[src/rtl/uart_pkg.sv]
// Shared definitions for the buffered UART receiver: FSM states, parity modes,
// and the legal parameter ranges.
package uart_pkg;

    typedef enum logic [2:0] {
        IDLE,
        DATA,
        PAR,
        STOP,
        BREAK_WAIT
    } uart_state_e;

    localparam int PAR_NONE = 0;
    localparam int PAR_ODD  = 1;
    localparam int PAR_EVEN = 2;

    localparam int DATA_BITS_MIN  = 5;
    localparam int DATA_BITS_MAX  = 9;
    localparam int STOP_BITS_MIN  = 1;
    localparam int STOP_BITS_MAX  = 2;
    localparam int FIFO_DEPTH_MIN = 2;
    localparam int FIFO_DEPTH_MAX = 64;

    function automatic bit cfg_legal(input int db, input int pm, input int sb,
                                     input int fd, input int thr);
        return (db >= DATA_BITS_MIN) && (db <= DATA_BITS_MAX) &&
               (pm == PAR_NONE || pm == PAR_ODD || pm == PAR_EVEN) &&
               (sb >= STOP_BITS_MIN) && (sb <= STOP_BITS_MAX) &&
               (fd >= FIFO_DEPTH_MIN) && (fd <= FIFO_DEPTH_MAX) &&
               ((fd & (fd - 1)) == 0) && (thr >= 0) && (thr <= fd);
    endfunction

    // ones_odd is the XOR of the data bits together with the received parity bit.
    function automatic logic parity_bad(input int mode, input logic ones_odd);
        if (mode == PAR_ODD)
            return ~ones_odd;
        else if (mode == PAR_EVEN)
            return ones_odd;
        else
            return 1'b0;
    endfunction

endpackage

[src/rtl/uart_sync_fifo.sv]
// Single-clock show-ahead FIFO; a push into a full FIFO is accepted only when a
// pop happens in the same cycle, and a pop of an empty FIFO is ignored.
module uart_sync_fifo #(
    parameter int WIDTH = 8,
    parameter int DEPTH = 8
) (
    input  logic                       clk_i,
    input  logic                       rst_i,
    input  logic                       push_i,
    input  logic [WIDTH-1:0]           data_i,
    input  logic                       pop_i,
    output logic [WIDTH-1:0]           data_o,
    output logic                       full_o,
    output logic                       empty_o,
    output logic [$clog2(DEPTH+1)-1:0] count_o
);

    localparam int AW = $clog2(DEPTH);
    localparam int CW = $clog2(DEPTH + 1);

    logic [WIDTH-1:0] mem_q [DEPTH];
    logic [AW-1:0]    wr_ptr_q, rd_ptr_q;
    logic [CW-1:0]    count_q;
    logic             do_push, do_pop;

    assign empty_o = (count_q == '0);
    assign full_o  = (count_q == CW'(DEPTH));
    assign do_pop  = pop_i & ~empty_o;
    assign do_push = push_i & (~full_o | do_pop);
    // Head is forced to zero while empty so nothing stale is ever presented.
    assign data_o  = empty_o ? '0 : mem_q[rd_ptr_q];
    assign count_o = count_q;

    always_ff @(posedge clk_i) begin
        if (do_push)
            mem_q[wr_ptr_q] <= data_i;
    end

    always_ff @(posedge clk_i or posedge rst_i) begin
        if (rst_i) begin
            wr_ptr_q <= '0;
            rd_ptr_q <= '0;
            count_q  <= '0;
        end else begin
            if (do_push)
                wr_ptr_q <= wr_ptr_q + AW'(1);
            if (do_pop)
                rd_ptr_q <= rd_ptr_q + AW'(1);
            if (do_push && !do_pop)
                count_q <= count_q + CW'(1);
            else if (do_pop && !do_push)
                count_q <= count_q - CW'(1);
        end
    end

endmodule

[src/rtl/uart_rx_buffered.sv]
// UART receiver sampling rx once per baud_clk edge, with a receive FIFO,
// registered RTS flow control and sticky error flags.
module uart_rx_buffered
    import uart_pkg::*;
#(
    parameter int DATA_BITS  = 8,
    parameter int PARITY     = 0,
    parameter int STOP_BITS  = 1,
    parameter int FIFO_DEPTH = 8,
    parameter int RTS_THRESH = FIFO_DEPTH - 2
) (
    input  logic                            baud_clk,
    input  logic                            rst,
    input  logic                            rx,
    input  logic                            rd_en,
    input  logic                            clr_err,
    output logic [DATA_BITS-1:0]            data_out,
    output logic                            data_valid,
    output logic                            rx_buffer_empty,
    output logic                            rts,
    output logic [$clog2(FIFO_DEPTH+1)-1:0] fifo_count,
    output logic                            frame_err,
    output logic                            parity_err,
    output logic                            overrun
);

    localparam int             CW        = $clog2(FIFO_DEPTH + 1);
    localparam logic [3:0]     LAST_DATA = 4'(DATA_BITS - 1);
    localparam logic [3:0]     LAST_STOP = 4'(STOP_BITS - 1);
    localparam logic [CW-1:0]  THRESH    = CW'(RTS_THRESH);
    localparam bit             CFG_OK    = cfg_legal(DATA_BITS, PARITY, STOP_BITS,
                                                     FIFO_DEPTH, RTS_THRESH);

    uart_state_e          state_q, state_d;
    logic [3:0]           bit_cnt_q, bit_cnt_d;
    logic [DATA_BITS-1:0] shift_q, shift_d;
    logic                 par_bad_q, par_bad_d;
    logic                 frame_err_q, parity_err_q, overrun_q, rts_q;
    logic                 frame_ok, set_frame_err, set_parity_err;

    logic                 fifo_full, fifo_empty;
    logic [CW-1:0]        fifo_cnt, cnt_next;
    logic                 pop_ok, push_ok, set_overrun;

    always_ff @(posedge baud_clk or posedge rst) begin
        if (rst) begin
            state_q   <= IDLE;
            bit_cnt_q <= '0;
            shift_q   <= '0;
            par_bad_q <= 1'b0;
        end else begin
            state_q   <= state_d;
            bit_cnt_q <= bit_cnt_d;
            shift_q   <= shift_d;
            par_bad_q <= par_bad_d;
        end
    end

    always_comb begin
        state_d        = state_q;
        bit_cnt_d      = bit_cnt_q;
        shift_d        = shift_q;
        par_bad_d      = par_bad_q;
        frame_ok       = 1'b0;
        set_frame_err  = 1'b0;
        set_parity_err = 1'b0;
        unique case (state_q)
            IDLE: begin
                if (!rx) begin
                    state_d   = DATA;
                    bit_cnt_d = '0;
                    par_bad_d = 1'b0;
                end
            end
            DATA: begin
                shift_d = {rx, shift_q[DATA_BITS-1:1]};
                if (bit_cnt_q == LAST_DATA) begin
                    bit_cnt_d = '0;
                    state_d   = (PARITY != PAR_NONE) ? PAR : STOP;
                end else begin
                    bit_cnt_d = bit_cnt_q + 4'd1;
                end
            end
            PAR: begin
                par_bad_d = parity_bad(PARITY, ^{shift_q, rx});
                state_d   = STOP;
            end
            STOP: begin
                if (!rx) begin
                    set_frame_err = 1'b1;
                    bit_cnt_d     = '0;
                    state_d       = BREAK_WAIT;
                end else if (bit_cnt_q == LAST_STOP) begin
                    bit_cnt_d      = '0;
                    state_d        = IDLE;
                    set_parity_err = par_bad_q;
                    frame_ok       = ~par_bad_q;
                end else begin
                    bit_cnt_d = bit_cnt_q + 4'd1;
                end
            end
            BREAK_WAIT: begin
                if (rx)
                    state_d = IDLE;
            end
            default: state_d = IDLE;
        endcase
    end

    // A full FIFO still accepts the frame when the same edge pops the head.
    assign pop_ok      = rd_en & ~fifo_empty;
    assign push_ok     = frame_ok & (~fifo_full | pop_ok);
    assign set_overrun = frame_ok & fifo_full & ~rd_en;

    always_comb begin
        cnt_next = fifo_cnt;
        if (push_ok && !pop_ok)
            cnt_next = fifo_cnt + CW'(1);
        else if (pop_ok && !push_ok)
            cnt_next = fifo_cnt - CW'(1);
    end

    uart_sync_fifo #(
        .WIDTH (DATA_BITS),
        .DEPTH (FIFO_DEPTH)
    ) u_fifo (
        .clk_i   (baud_clk),
        .rst_i   (rst),
        .push_i  (push_ok),
        .data_i  (shift_q),
        .pop_i   (pop_ok),
        .data_o  (data_out),
        .full_o  (fifo_full),
        .empty_o (fifo_empty),
        .count_o (fifo_cnt)
    );

    always_ff @(posedge baud_clk or posedge rst) begin
        if (rst) begin
            frame_err_q  <= 1'b0;
            parity_err_q <= 1'b0;
            overrun_q    <= 1'b0;
            rts_q        <= 1'b1;
        end else begin
            frame_err_q  <= set_frame_err  | (frame_err_q  & ~clr_err);
            parity_err_q <= set_parity_err | (parity_err_q & ~clr_err);
            overrun_q    <= set_overrun    | (overrun_q    & ~clr_err);
            rts_q        <= (cnt_next < THRESH);
        end
    end

    cfg_legal_a: assert property (@(posedge baud_clk) CFG_OK);

    assign data_valid      = ~fifo_empty;
    assign rx_buffer_empty = fifo_empty;
    assign fifo_count      = fifo_cnt;
    assign rts             = rts_q;
    assign frame_err       = frame_err_q;
    assign parity_err      = parity_err_q;
    assign overrun         = overrun_q;

endmodule

[config.mk]
export PLATFORM = sky130hd
export DESIGN_NAME = uart_rx_buffered
export DESIGN_NICKNAME = d
export VERILOG_FILES = /design/src/rtl/uart_pkg.sv /design/src/rtl/uart_sync_fifo.sv /design/src/rtl/uart_rx_buffered.sv
export SDC_FILE = /design/constraint.sdc
export NUM_CORES = 1
export LEC_CHECK = 0
export ABC_AREA = 1
export CAP_MARGIN = 20
export CORE_UTILIZATION = 45
export DETAILED_ROUTE_END_ITERATION = 8
export PLACE_DENSITY_LB_ADDON = 0.08
export SETUP_SLACK_MARGIN = 0.3
export SYNTH_ARGS = -nofsm -noshare
export SYNTH_HDL_FRONTEND = slang
export SYNTH_SLANG_ARGS = --single-unit
[constraint.sdc]
create_clock -name baud_clk -period 3.8 [get_ports baud_clk]
set_clock_uncertainty 0.15 [all_clocks]
set_input_delay 0.76 -clock baud_clk [delete_from_list [all_inputs] [get_ports baud_clk]]
set_output_delay 0.76 -clock baud_clk [all_outputs]
set_load 0.01 [all_outputs]
## Yosys cells after proc, flatten, opt, wreduce, memory -nomap -nowiden

Memories as Yosys holds them, arrays and structs flattened.
Cells that the tools add are included.

- Bits in registers: 30
- RAM bits: 64
- Input bits: 5
- Output and inout port bits: 18
- Word-level logic and storage cells: 92
- Memories kept: 1

Memory list:

| memory | words | width | rd ports | clocked after Yosys merged registers in | write ports | line | text |
|---|---|---|---|---|---|---|---|
| u_fifo.mem_q | 8 | 8 | 1 | 0 | 1 | uart_sync_fifo.sv:21 | `logic [WIDTH-1:0] mem_q [DEPTH];` |

- Add/sub/neg operators: 5
- Magnitude comparators: 1
- Equality and inequality tests: 10
- Muxes and demuxes: 28
- Bitwise operators: 19
- Reduce and logical (&&, ||, !) cells: 17

Operators by type and width:

| operator | number |
|---|---|
| 4-bit 2-to-1 mux | 8 |
| 3-bit 2-to-1 mux | 5 |
| 3-bit one-hot mux with 5 select lines | 1 |
| 4-bit one-hot mux with 3 select lines | 1 |
| 1-bit 2-to-1 mux | 11 |
| 1-bit bitwise AND | 9 |
| 4-bit by 1-bit adder with 4-bit output (second input constant) | 2 |
| 4-bit logical NOT | 2 |
| 8-bit 2-to-1 mux | 1 |
| 3-bit by 1-bit adder with 3-bit output (second input constant) | 2 |
| 3-bit by 2-bit == test with 1-bit output (second input constant) | 2 |
| 2-bit inequality test (second input constant) | 3 |
| 1-bit inverter | 5 |
| 1-bit bitwise OR | 5 |
| 4-bit by 3-bit == test with 1-bit output (second input constant) | 1 |
| 4-bit == test (second input constant) | 1 |
| 1-bit logical AND | 4 |
| 1-bit logical NOT | 4 |
| 4-bit by 3-bit < comparator with 1-bit output (second input constant) | 1 |
| 2-bit AND reduction | 2 |
| 4-bit AND reduction | 1 |
| 2-bit nonzero test | 2 |
| 4-bit by 1-bit subtractor with 4-bit output (second input constant) | 1 |
| 3-bit by 1-bit == test with 1-bit output (second input constant) | 1 |
| other kinds (5) | 5 |

## Depth between registers and ports, before layout

Gate-level depths: netlist of the first run.

- Depth in word-level cells: 10
- Mapped depth: 11
- Gate-level depth less buffers: 11

## Cells and area by module

From an unflattened synthesis of the first run, not the netlist that was laid out.

- Cells, all modules: 498
- Area total of the unflattened synthesis: 4581.9 um^2

By module, submodules not included:

| module | times used | cells an instance | area an instance (um^2) |
|---|---|---|---|
| uart_sync_fifo | 1 | 360 | 3505.9 |
| uart_rx_buffered | 1 | 138 | 1076.0 |

## Worst setup path after synthesis of the first run

No wires, ideal clock.

- Path kind: input port to flip-flop
- Start: in rx
- End: mem u_fifo.mem_q[0][0] (enable)
- Library setup time: 0.383 ns
- Arrival time: 1.941 ns
- Data required time: 3.267 ns
- Slack: 1.326 ns
- Stages: 7
- Path buffers: 0
- Cell sequence: nand2_1 inv_1 nand2_2 nor2_4 nand2_2 or2_4 nor3_1

- Longest elaborated chain between the ends: 6

Ends and longest elaborated chain:

| element | line | text |
|---|---|---|
| start, declared | uart_rx_buffered.sv:14 | `input logic rx,` |
| 1-bit 2-to-1 mux | uart_rx_buffered.sv:89 | `if (!rx) begin` |
| 1-bit 2-to-1 mux | uart_rx_buffered.sv:67 | `unique case (state_q)` |
| 1-bit bitwise AND | uart_rx_buffered.sv:112 | `assign push_ok = frame_ok & (~fifo_full \| pop_ok);` |
| 1-bit bitwise AND | uart_sync_fifo.sv:29 | `assign do_push = push_i & (~full_o \| do_pop);` |
| 1-bit 2-to-1 mux | uart_sync_fifo.sv:35 | `if (do_push)` |
| 1-bit 2-to-1 mux (not written as such) | uart_sync_fifo.sv:36 | `mem_q[wr_ptr_q] <= data_i;` |
| end, declared | uart_sync_fifo.sv:21 |  |

No other way between the ends.

## Worst setup path in the final report of the first run

- Start: reg u_fifo.count_q[0] (netlist: u_fifo.count_o[0])
- End: out data_out[3]

- Longest elaborated chain between the ends: 2

Ends and longest elaborated chain:

| element | line | text |
|---|---|---|
| start, declared | uart_sync_fifo.sv:23 | `logic [CW-1:0] count_q;` |
| start signal, assigned | uart_sync_fifo.sv:50 | `count_q <= count_q + CW'(1);` |
| start signal, assigned | uart_sync_fifo.sv:52 | `count_q <= count_q - CW'(1);` |
| 4-bit logical NOT | uart_sync_fifo.sv:26 | `assign empty_o = (count_q == '0);` |
| 8-bit 2-to-1 mux | uart_sync_fifo.sv:31 | `assign data_o = empty_o ? '0 : mem_q[rd_ptr_q];` |
| end, declared | uart_rx_buffered.sv:17 | `output logic [DATA_BITS-1:0] data_out,` |

No other way between the ends.

==> results of run 1 <==
[routing by layer]
metal / share of wire (%) / wire length (um) / vias up / track usage (%)
li1: - / - / 1338 / -
met1: 46 / 3640 / 1267 / 25.0
met2: 48 / 3870 / 50 / 32.0
met3: 4.4 / 355 / 11 / 3.60
met4: 1.4 / 114 / 0 / 7.23
met5: 0 / 0 / - / 0
[cells by family after synthesis]
| group | Yosys count | share of synthesized area [%] |
|---|---|---|
| adders and majority gates | 7 | 2.18 |
| AOI/OAI and AO/OA | 78 | 9.87 |
| buffers and inverters | 43 | 4.14 |
| muxes | 7 | 1.96 |
| xor gates and xnor gates | 7 | 1.53 |
| DFF | 93 | 65.9 |
| and+or+nand+nor | 138 | 14.4 |
[state kept, by name, summed over array words and instances (netlist names), 3 cells and up]
name,flops
u_fifo.count_o,4
shift_q,8
bit_cnt_q,4
u_fifo.mem_q,64
u_fifo.rd_ptr_q,3
state_q,3
u_fifo.wr_ptr_q,3
[worst max-delay path, stage by stage, from the launching register on]
cell             delay (ns)
dfrtp_1                0.43
inv_1                  0.10
ha_1                   0.24
nand3_1                0.33
o21ai_0                0.15
nor2_1                 0.19
clkdlybuf4s50_1        0.58
[cells in the final DEF, fill, tap and decap left out, drive strengths merged]
cell           Yosys  routed
nor2              77      77
o21ai             69      69
edfxtp            64      64
nand2             34      34
inv               31      31
dfrtp             28      28
clkdlybuf4s50      0      22
nand3             16      16
buf                6      13
clkbuf             6      10
nor3               8       8
mux2               7       7
ha                 7       7
a21oi              5       5
xor2               4       4
xnor2              3       3
bufinv             0       3
clkinv             0       3
o22ai              2       2
or2                2       2
o211ai             1       1
a31oi              1       1
nand4              1       1
dfstp              1       1
[final cells by class]
cell class,count,area [um^2]
clock buffers,10,128
multi-input cells,237,1200
flip-flops and latches,93,2650
clock inverters,6,113
repair buffers,35,318
inverters,31,116
well taps,108,135
fillers,775,4020
[report_power, final]
group / leakage, nW / switching, mW / internal, mW
Sequential: 0.932 / 0.251 / 1.35
Clock: 0.120 / 0.342 / 0.439
Combinational: 0.772 / 0.738 / 0.603
Total: 1.82 / 1.33 / 2.39
[worst max path at each step]
stage               cells after the start                           start                            to
finish                                  6   u_fifo.count_o[0]$_DFFE_PP0P_                   data_out[3]
global route                            7  u_fifo.rd_ptr_q[0]$_DFFE_PP0P_                   data_out[1]
CTS                                     8  u_fifo.rd_ptr_q[0]$_DFFE_PP0P_                   data_out[3]
detailed placement                      8  u_fifo.rd_ptr_q[0]$_DFFE_PP0P_                   data_out[3]
global placement                        7  u_fifo.rd_ptr_q[0]$_DFFE_PP0P_                   data_out[2]
floorplan                               7                              rx  u_fifo.mem_q[0][0]$_DFFE_PP_
[stage by stage]
step	power (mW)	setup WS [ns]	util (%)	cells
2_1_floorplan	2.43	1.33	-	373
3_3_place_gp	2.96	0.810	50.9	504
3_5_place_dp	2.97	0.807	50.9	504
4_1_cts	3.75	0.422	53.7	520
5_1_grt	3.99	0.345	53.7	520
6_report	3.72	0.529	53.7	520
==> results.sh, run 1 <==
export IMPL_arrival_ns=2.36
export IMPL_ys_warn_count=0
export IMPL_crit_type="reg -> out"
export IMPL_p_per_area_nw_per_um2=798
export IMPL_cellLeakagePower_nw=1.82
export IMPL_ys_flop_type="edfxtp_1"
export IMPL_timing_rr_end="u_fifo.count_o[1]$_DFFE_PP0P_"
export IMPL_drt_pass1_iterations=4
export IMPL_max_slew_margin_rel_pct=63.5
export IMPL_maxSlewViolCount=0
export IMPL_drtIter0Drc=145
export IMPL_io_pins=23
export IMPL_finalHoldViolations=0
export IMPL_netlist_instances=373
export IMPL_fin_hold_ws_ns=0.357
export IMPL_fin_crit_ns=3.27
export IMPL_ys_seq_area_share_pct=65.9
export IMPL_place_area_um2=4420
export IMPL_post_cts_buffers=0
export IMPL_port_buffers=22
export IMPL_synth_area_leaders="edfxtp_1 (48%), dfrtp_1 (17%), o21ai_0 (8.6%)"
export IMPL_path_clk_slew_ns=0.08
export IMPL_min_path_cells=2
export IMPL_hold_class="reg -> reg"
export IMPL_grt_start_max_net_pins=34
export IMPL_vias_per_cell=5.13
export IMPL_vias=2666
export IMPL_clock_latency_ns=0.35
export IMPL_reg2reg_depth=8
export IMPL_yosysTopAreaCellShare_pct=47.8
export IMPL_synth_avg_cell_area_um2=10.8
export IMPL_status="completed"
export IMPL_postRouteAntennaNets=0
export IMPL_yosysUniqueCellTypes=26
export IMPL_die_h_um=96.5
export IMPL_cp_end_kind="output pin"
export IMPL_routed_wl_mm=7.98
export IMPL_grt_use_total_pct=19.2
export IMPL_drc_errors=0
export IMPL_yosys_register_bits=93
export IMPL_grt_pass1_wl_mm=13.0
export IMPL_fmax_mhz=306
export IMPL_synth_edff_count=64
export IMPL_diodes=0
export IMPL_synthArstFlopShare_pct=31.2
export IMPL_setup_viol=0
export IMPL_setup_tns_ns=0
export IMPL_overflow=0
export IMPL_dp_hpwl_mm=5.31
export IMPL_gp_congestion=0.873
export IMPL_num_rows=34
export IMPL_hold_end="parity_err$_DFF_PP0_"
export IMPL_grt_pass1_vias=2642
export IMPL_fin_area_um2=4660
export IMPL_cts_tree="built"
export IMPL_die_width_um=96.5
export IMPL_core_area_um2=8680
export IMPL_clk_path_buf_depth=2
export IMPL_cp_max_fo=11
export IMPL_worstReg2RegStart="u_fifo.count_o[0]$_DFFE_PP0P_"
export IMPL_min_from="parity_err$_DFF_PP0_"
export IMPL_synthesis_area_um2=4020
export IMPL_final_period_utilization_pct=86.1
export IMPL_wire_per_inst_um=15.3
export IMPL_die_area_um2=9310
export IMPL_cap_violations=0
export IMPL_drive_gt1_share_pct=10.7
export IMPL_synth_nets=385
export IMPL_crit_required_ns=2.89
export IMPL_synth_most_common_cell="nor2_1"
export IMPL_synth_common_cells="nor2_1 (75), o21ai_0 (69), edfxtp_1 (64)"
export IMPL_start_util_pct=46.3
export IMPL_ctsHoldBuffers=0
export IMPL_htree_levels=3
export IMPL_yosys_area_top_type="edfxtp_1"
export IMPL_rrSetupSlack_ns=1.48
export IMPL_rsz0062_at_grt="no"
export IMPL_antenna_found_initial=0
export IMPL_worst_setup_path_start_kind="flop"
export IMPL_final_net_count=419
export IMPL_irDropWorstVdd_mv=0.338
export IMPL_cts_root_buffer="clkbuf_8"
export IMPL_syn2layout_area_growth_pct=16.0
export IMPL_worst_pin_slew_ns=0.548
export IMPL_ctsResizeCount=0
export IMPL_cts_inserted_buffers=9
export IMPL_cts_sinks=93
No activity file was read; power rests on OpenSTA's default activity.
==> inputs of run 2 (changes only) <==
Settings changed: CORE_MARGIN from default to 2.
==> run 2 against run 1 <==
  * Register-to-register slack lost 0.02 ns
  * Combinational power barely moved
  * Cell count unchanged
  * Critical endpoint unchanged
  * Largest cell class unchanged
  * Highest routed layer unchanged
==> results.sh, run 2 (synthesis results as in run 1) <==
export IMPL_max_slew_margin_rel_pct=62.5
export IMPL_grt_pass1_vias=2565
export IMPL_clock_latency_ns=0.35
export IMPL_cp_end_kind="output pin"
export IMPL_irDropWorstVdd_mv=0.347
export IMPL_htree_levels=3
export IMPL_fmax_mhz=305
export IMPL_vias=2680
export IMPL_final_net_count=419
export IMPL_endpoint="data_out[3]"
export IMPL_worstReg2RegStart="u_fifo.count_o[0]$_DFFE_PP0P_"
export IMPL_setup_tns_ns=0
export IMPL_setup_viol=0
export IMPL_num_rows=34
export IMPL_cts_inserted_buffers=9
export IMPL_largest_reg_flops=64
export IMPL_cp_max_fo=11
export IMPL_start_util_pct=46.3
export IMPL_syn2layout_area_growth_pct=15.0
export IMPL_crit_type="reg -> out"
export IMPL_rrSetupSlack_ns=1.46
export IMPL_dp_hpwl_mm=5.35
export IMPL_grt_start_max_net_pins=34
export IMPL_post_cts_buffers=0
export IMPL_timing_rr_end="u_fifo.count_o[1]$_DFFE_PP0P_"
export IMPL_clk_path_buf_depth=2
export IMPL_arrival_ns=2.36
export IMPL_die_area_um2=9700
export IMPL_port_buffers=22
export IMPL_die_width_um=98.5
export IMPL_drt_pass1_iterations=4
export IMPL_status="completed"
export IMPL_top_register="u_fifo.mem_q"
export IMPL_final_period_utilization_pct=86.2
export IMPL_drc_errors=0
export IMPL_grt_use_total_pct=17.8
export IMPL_cts_tree="built"
export IMPL_routed_wl_mm=8.11
export IMPL_wire_per_inst_um=15.6
export IMPL_mostFrequentLayoutCell="nor2_1"
export IMPL_diodes=0
export IMPL_p_per_area_nw_per_um2=778
export IMPL_final_cell_mix="nor2_1 (75), o21ai_0 (69), edfxtp_1 (64), nand2_1 (32), inv_1 (30)"
export IMPL_top_regs="u_fifo.mem_q: 64 flops, shift_q: 8 flops"
export IMPL_rsz0062_at_grt="no"
export IMPL_postRouteAntennaNets=0
export IMPL_reg2reg_depth=8
export IMPL_drtIter0Drc=208
export IMPL_hold_class="reg -> reg"
export IMPL_crit_required_ns=2.89
export IMPL_worst_setup_path_start_kind="flop"
export IMPL_worst_pin_slew_ns=0.562
export IMPL_fin_crit_ns=3.27
export IMPL_io_pins=23
export IMPL_maxSlewViolCount=0
export IMPL_cellLeakagePower_nw=1.80
export IMPL_core_area_um2=8680
export IMPL_fin_hold_ws_ns=0.359
export IMPL_fin_cells=520
export IMPL_ctsHoldBuffers=0
export IMPL_drive_gt1_share_pct=10.7
export IMPL_die_h_um=98.5
export IMPL_path_clk_slew_ns=0.08
export IMPL_gp_congestion=0.897
export IMPL_cts_sinks=93
export IMPL_antenna_found_initial=0
export IMPL_cp_startpoint="u_fifo.count_o[0]$_DFFE_PP0P_"
export IMPL_place_inst=504
export IMPL_cts_root_buffer="clkbuf_8"
export IMPL_overflow=0
export IMPL_ctsResizeCount=0
export IMPL_vias_per_cell=5.15
export IMPL_power_mw=3.59
export IMPL_finalHoldViolations=0
export IMPL_grt_pass1_wl_mm=13.1
export IMPL_cap_violations=0
==> run 2: layout make-up <==
class	count	area [um^2]
fill	806	4060
sequential	93	2650
inverter	31	116
clock inverter	6	71.3
tap	108	135
timing repair buffer	35	318
clock buffer	10	128
multi-input combinational	237	1200
==> run 2: worst min path at each step <==
stage / depth (start not counted) / slack [ns] / start / endpoint
after global routing: 2 / 0.37 / parity_err$_DFF_PP0_ / parity_err$_DFF_PP0_
after CTS: 2 / 0.36 / parity_err$_DFF_PP0_ / parity_err$_DFF_PP0_
after detailed placement: 2 / 0.35 / parity_err$_DFF_PP0_ / parity_err$_DFF_PP0_
final: 2 / 0.36 / parity_err$_DFF_PP0_ / parity_err$_DFF_PP0_
after floorplan: 2 / 0.35 / u_fifo.wr_ptr_q[0]$_DFFE_PP0P_ / u_fifo.wr_ptr_q[0]$_DFFE_PP0P_
after global placement: 2 / 0.32 / parity_err$_DFF_PP0_ / parity_err$_DFF_PP0_
==> run 2: power breakdown <==
part           total, mW  internal, mW  switching, mW
combinational       1.35         0.602          0.745
clock              0.653         0.309          0.344
sequential          1.59          1.35          0.248
==> run 2: worst max-delay path: stages, from the launching register on <==
cell and delay (ns):
dfrtp_1 0.44, inv_1 0.10, ha_1 0.24, nand3_1 0.33, o21ai_0 0.15, nor2_1 0.19
clkdlybuf4s50_1 0.57
==> run 2: routing by layer <==
layer	track usage (%)	share of wire, %
met4	6.64	1.6
met5	0	0
met1	24.9	48
met3	3.19	3.2
met2	28.1	47
==> run 2: per-stage QoR <==
stage	area (um^2)	setup slack (ns)	util [%]
2_1_floorplan	4020	1.33	-
3_3_place_gp	4420	0.832	50.9
3_5_place_dp	4420	0.785	50.9
4_1_cts	4620	0.395	53.2
5_1_grt	4620	0.323	53.2
6_report	4620	0.526	53.2
